File: src/rtl/dma_copy_master.sv
// Word-by-word memory copy engine: reads src+i, writes dst+i for i in [0, len).
// Stalls while grant is low; aborts with a sticky err on an inaccessible address.
module dma_copy_master #(
  parameter int LEN_W = 8
) (
  input  logic             clk,
  input  logic             reset_n,
  input  logic             start,
  input  logic [31:0]      src,
  input  logic [31:0]      dst,
  input  logic [LEN_W-1:0] len,
  output logic             busy,
  output logic             done,
  output logic             err,
  output logic [LEN_W-1:0] xfer_cnt,
  input  logic             grant,
  output logic             mem_rd,
  output logic             mem_wr,
  output logic [31:0]      mem_addr,
  output logic [31:0]      mem_wdata,
  input  logic [31:0]      mem_rdata,
  input  logic             mem_accessable
);

  typedef enum logic [1:0] {
    IDLE  = 2'd0,
    READ  = 2'd1,
    WRITE = 2'd2,
    FIN   = 2'd3
  } state_e;

  state_e           state_q, state_d;
  logic [31:0]      src_q, src_d;
  logic [31:0]      dst_q, dst_d;
  logic [31:0]      data_q, data_d;
  logic [LEN_W-1:0] len_q, len_d;
  logic [LEN_W-1:0] cnt_q, cnt_d;
  logic [LEN_W-1:0] cnt_inc;
  logic             err_q, err_d;

  // State and datapath registers
  always_ff @(posedge clk or negedge reset_n) begin
    if (!reset_n) begin
      state_q <= IDLE;
      src_q   <= 32'd0;
      dst_q   <= 32'd0;
      data_q  <= 32'd0;
      len_q   <= {LEN_W{1'b0}};
      cnt_q   <= {LEN_W{1'b0}};
      err_q   <= 1'b0;
    end else begin
      state_q <= state_d;
      src_q   <= src_d;
      dst_q   <= dst_d;
      data_q  <= data_d;
      len_q   <= len_d;
      cnt_q   <= cnt_d;
      err_q   <= err_d;
    end
  end

  // Next-state logic; a low grant leaves every register untouched
  always_comb begin
    state_d = state_q;
    src_d   = src_q;
    dst_d   = dst_q;
    data_d  = data_q;
    len_d   = len_q;
    cnt_d   = cnt_q;
    err_d   = err_q;
    cnt_inc = cnt_q + LEN_W'(1);
    case (state_q)
      IDLE: begin
        if (start) begin
          src_d   = src;
          dst_d   = dst;
          len_d   = len;
          cnt_d   = {LEN_W{1'b0}};
          err_d   = 1'b0;
          state_d = (len == {LEN_W{1'b0}}) ? FIN : READ;
        end else begin
          state_d = IDLE;
        end
      end
      READ: begin
        if (grant && mem_accessable) begin
          data_d  = mem_rdata;
          state_d = WRITE;
        end else if (grant) begin
          err_d   = 1'b1;
          state_d = FIN;
        end else begin
          state_d = READ;
        end
      end
      WRITE: begin
        if (grant && mem_accessable) begin
          cnt_d   = cnt_inc;
          state_d = (cnt_inc == len_q) ? FIN : READ;
        end else if (grant) begin
          err_d   = 1'b1;
          state_d = FIN;
        end else begin
          state_d = WRITE;
        end
      end
      FIN:     state_d = IDLE;
      default: state_d = IDLE;
    endcase
  end

  // Bus outputs decoded from the registered state; address offset wraps modulo 2^32
  always_comb begin
    busy      = (state_q != IDLE);
    done      = (state_q == FIN);
    mem_rd    = 1'b0;
    mem_wr    = 1'b0;
    mem_addr  = 32'd0;
    mem_wdata = 32'd0;
    case (state_q)
      READ: begin
        mem_rd   = 1'b1;
        mem_addr = src_q + 32'(cnt_q);
      end
      WRITE: begin
        mem_wr    = 1'b1;
        mem_addr  = dst_q + 32'(cnt_q);
        mem_wdata = data_q;
      end
      default: begin
        mem_rd = 1'b0;
        mem_wr = 1'b0;
      end
    endcase
  end

  assign err      = err_q;
  assign xfer_cnt = cnt_q;

endmodule
File: config.mk
export PLATFORM = sky130hd
export DESIGN_NAME = dma_copy_master
export DESIGN_NICKNAME = d
export VERILOG_FILES = /design/src/rtl/dma_copy_master.sv
export SDC_FILE = /design/constraint.sdc
export NUM_CORES = 1
export LEC_CHECK = 0
export CORE_MARGIN = 2
export CORE_UTILIZATION = 30
export DETAILED_ROUTE_END_ITERATION = 8
export PLACE_DENSITY = 0.65
export SYNTH_ARGS = -nofsm -noshare
export SYNTH_HDL_FRONTEND = slang
export SYNTH_SLANG_ARGS = --single-unit
File: constraint.sdc
create_clock -name clk -period 7.4 [get_ports clk]
set_input_delay 1.85 -clock clk [delete_from_list [all_inputs] [get_ports clk]]
set_output_delay 1.85 -clock clk [all_outputs]
set_load 0.005 [all_outputs]
==> metrics.txt <==
# TYPE chip_impl_metric gauge
chip_impl_metric{name="grt_first_pass_wirelength",unit="mm"} 29.8
chip_impl_metric{name="cts_inserted_buffers",unit=""} 17
chip_impl_metric{name="min_period_over_period",unit="%"} 84.6
chip_impl_metric{name="postSynthRegisterBits",unit=""} 115
chip_impl_metric{name="grt_start_max_net_pins",unit=""} 75
chip_impl_metric{name="synthesis.nets",unit=""} 723
chip_impl_metric{name="clk_transition_reported_paths",unit="ns"} 0.06
chip_impl_metric{name="vias_per_cell",unit=""} 4.90
chip_impl_metric{name="critical_path.max_fanout",unit=""} 54
chip_impl_metric{name="clock.fmax",unit="MHz"} 160
chip_impl_metric{name="routedWlPerCell",unit="µm"} 17.3
chip_impl_metric{name="worst_ir_drop_vdd",unit="V"} 0.000141
chip_impl_metric{name="design.core.area",unit="µm²"} 21800
chip_impl_info{name="clk_root_buffer_cell",value="sky130_fd_sc_hd__clkbuf_16"} 1
chip_impl_info{name="synth_area_leaders",value="sky130_fd_sc_hd__dfrtp_1, sky130_fd_sc_hd__mux2_2, sky130_fd_sc_hd__mux2i_1"} 1
chip_impl_info{name="synth_top_cells_by_count",value="sky130_fd_sc_hd__mux2_2, sky130_fd_sc_hd__dfrtp_1, sky130_fd_sc_hd__nand2_1, sky130_fd_sc_hd__and2_1, sky130_fd_sc_hd__nor3_1"} 1
chip_impl_metric{name="flow.area_growth_from_synthesis",unit="%"} 40.3
chip_impl_info{name="yosysMostFrequentCell",value="sky130_fd_sc_hd__mux2_2"} 1
chip_impl_metric{name="relSlewSlack",unit="%"} 31.5
chip_impl_metric{name="timing_worst_slew_pin_value",unit="ns"} 1.03
chip_impl_metric{name="maxCapViolCount",unit=""} 0
chip_impl_metric{name="htree_num_levels",unit=""} 4
chip_impl_metric{name="number_of_distinct_library_cell_variants_in_the_gate_level_netlist_after_synthesis",unit=""} 62
chip_impl_metric{name="synth-async-reset-ratio",unit="%"} 100
chip_impl_metric{name="synth_seq_area_share",unit="%"} 43.3
chip_impl_metric{name="post-route-util",unit="%"} 42.8
chip_impl_metric{name="timing.critical_path.arrival",unit="ns"} 4.41
chip_impl_metric{name="number_of_nets_in_the_layout",unit=""} 898
chip_impl_metric{name="synth_area_per_cell",unit="µm²"} 11.1
chip_impl_metric{name="antenna-diode-count",unit=""} 0
chip_impl_info{name="crit_chain",value="inv_1, ha_4, mux2_2, ha_1, fa_1, nand3_1, a211oi_2, o21ai_2, o311ai_0, o41ai_1, clkdlybuf4s50_1"} 1
chip_impl_metric{name="dpl-instance-area",unit="µm²"} 8730
chip_impl_metric{name="post_cts_buffers",unit=""} 0
chip_impl_metric{name="postRouteAntennaNets",unit=""} 0
chip_impl_metric{name="vias",unit=""} 5220
chip_impl_metric{name="final.min_clock_period",unit="ns"} 6.26
chip_impl_metric{name="power_density",unit="nW/µm²"} 402
chip_impl_metric{name="track_usage",unit="%"} 16.3
chip_impl_metric{name="worst_skew_pair.late_latency",unit="ns"} 0.42
chip_impl_metric{name="timing.critical_path.slowest_cell_delay",unit="ns"} 0.65
chip_impl_metric{name="cts_hold_repair.buffers",unit=""} 0
chip_impl_info{name="grt_setup_unrepaired",value="false"} 1
chip_impl_metric{name="detailed_place_hpwl",unit="mm"} 13.2
chip_impl_metric{name="route.final.wire_length",unit="mm"} 18.5
chip_impl_metric{name="synth_enable_flop_cells",unit=""} 0
chip_impl_metric{name="tritoncts_num_sinks",unit=""} 115
chip_impl_metric{name="initial_antenna_violation_count",unit=""} 0
chip_impl_metric{name="die_w",unit="µm"} 153
chip_impl_metric{name="crit_path_required_time",unit="ns"} 5.55
chip_impl_metric{name="io_pins",unit=""} 186
chip_impl_metric{name="drt_first_iter_violations",unit=""} 188
chip_impl_metric{name="final.setup.tns",unit="ns"} 0
chip_impl_metric{name="fillerInstances",unit=""} 2139
chip_impl_metric{name="fraction_of_post_synthesis_cell_area_in_the_top_cell_type_by_area",unit="%"} 43.3
chip_impl_metric{name="ctsLongestPathBuffers",unit=""} 2
chip_impl_info{name="dominantRegCellSynth",value="sky130_fd_sc_hd__dfrtp_1"} 1
chip_impl_metric{name="chipHeight",unit="µm"} 153
chip_impl_metric{name="finClkSkew",unit="ns"} 0.00888
chip_impl_info{name="tritoncts",value="built"} 1
chip_impl_metric{name="drive_gt1_share",unit="%"} 22.6
chip_impl_metric{name="start_util",unit="%"} 30.5
chip_impl_metric{name="setup_viol_count_final",unit=""} 0
chip_impl_info{name="crit_path_end_kind",value="output pin"} 1
chip_impl_metric{name="detailedRoute.firstPassIterationCount",unit=""} 5
chip_impl_metric{name="final_cells",unit=""} 1066
chip_impl_metric{name="dp.cells",unit=""} 1034
chip_impl_metric{name="finalMaxSlewViolations",unit=""} 0
chip_impl_metric{name="fin_hold_ws",unit="ns"} 0.497
chip_impl_metric{name="cts_repair_resize_count",unit=""} 0
chip_impl_metric{name="placement_rows",unit=""} 54
chip_impl_info{name="critPathLaunchType",value="flop"} 1
chip_impl_info{name="timing.critical_path.slowest_stage_cell",value="sky130_fd_sc_hd__o21ai_2"} 1
chip_impl_metric{name="remaining_drc_errors",unit=""} 0
chip_impl_info{name="yosysTopAreaCell",value="sky130_fd_sc_hd__dfrtp_1"} 1
chip_impl_info{name="status",value="finished clean"} 1
chip_impl_metric{name="final_design_area_no_fill",unit="µm²"} 9320
chip_impl_metric{name="postSynthCellCount",unit=""} 598
chip_impl_metric{name="place.port_buffers",unit=""} 185
chip_impl_metric{name="yosysWarnings",unit=""} 0
chip_impl_metric{name="total_die_area",unit="µm²"} 23400
chip_impl_info{name="worstSetupPathType",value="reg2out"} 1
chip_impl_metric{name="globalRouteOverflowTotal",unit=""} 0
chip_impl_metric{name="globalplace.congestion",unit=""} 0.745
chip_impl_metric{name="synthesized_cell_area",unit="µm²"} 6640
chip_impl_info{name="hold_path.class",value="reg2reg"} 1
chip_impl_metric{name="grt_pass1_vias",unit=""} 5476
chip_impl_metric{name="report.final.hold_viol_count",unit=""} 0
chip_impl_metric{name="power_leakage",unit="nW"} 3.77
cell type report:
class	instances	area [µm²]	area share, %
Tap cell	280	350	3.76
Clock inverter	15	161	1.73
Inverter	8	30.0	0.322
Multi-Input combinational cell	442	3590	38.6
Sequential cell	115	2880	30.9
Timing Repair Buffer	189	1880	20.2
Clock buffer	17	425	4.56
critical path: cells and delay by family (launching register included):
family                   cells  cell delay, ns
AO/OA/AOI/OAI                4            1.12
adder cells (fa/ha/maj)      3            1.13
buffers and inverters        2            0.72
flip-flops                   1            0.40
multiplexers                 1            0.41
AND/OR/NAND/NOR              1            0.15
cell families after synthesis:
logic type,count (synthesis),synth area share (%)
xor gates and xnor gates,19,2.50
adders and majority gates,16,3.13
buffers and inverters,41,2.88
muxes,140,23.3
DFF,115,43.3
AOI/OAI and AO/OA,75,8.17
and+or+nand+nor,192,16.7
report_power, final:
group | switching (W) | total (W) | internal [W]
logic | 0.000784 | 0.00177 | 0.000986
clock network | 0.000318 | 0.000815 | 0.000497
registers | 0.000225 | 0.00116 | 0.000933
worst paths after layout:
kind,depth (start not counted),startpoint,slack [ns],end
max,11,state_q[0],1.14,mem_addr[18]
min reg2reg,1,data_q[0],0.50,data_q[0]
min,1,data_q[0],0.50,data_q[0]
max reg2reg,6,state_q[0],5.15,state_q[1]
max in group asynchronous,2,reset_n,4.58,xfer_cnt[6]
min in group asynchronous,1,reset_n,1.44,dst_q[29]
routing by layer:
layer / part of all wire (%) / track usage, %
met1: 45 / 20.5
met3: 7.3 / 6.35
met2: 46 / 25.5
met5: 0 / 0
met4: 2.1 / 5.73
layout by cell type (no fill, tap or decap), drive strengths merged, types with 8 or more instances in the layout:
master,count
a21o,9
a21oi,16
and2,34
clkbuf,17
clkdlybuf4s50,184
clkinv,8
dfrtp,115
ha,15
inv,9
mux2,117
mux2i,23
nand2,52
nand3,17
nor2,12
nor3,24
nor4,8
o21ai,11
xnor2,12
stage by stage:
stage               worst slack, ns  total power (W)
global placement               1.63          0.00293
global route                  0.945          0.00403
floorplan                      2.13          0.00220
detailed placement             1.58          0.00296
CTS                            1.10          0.00380
finish                         1.14          0.00374
sequential cells by signal, indices dropped and copies added, names as in the netlist:
name,count
data_q,32
len_q,8
err,1
src_q,32
dst_q,32
xfer_cnt,8
state_q,2
(Power assumes the default switching activity.)
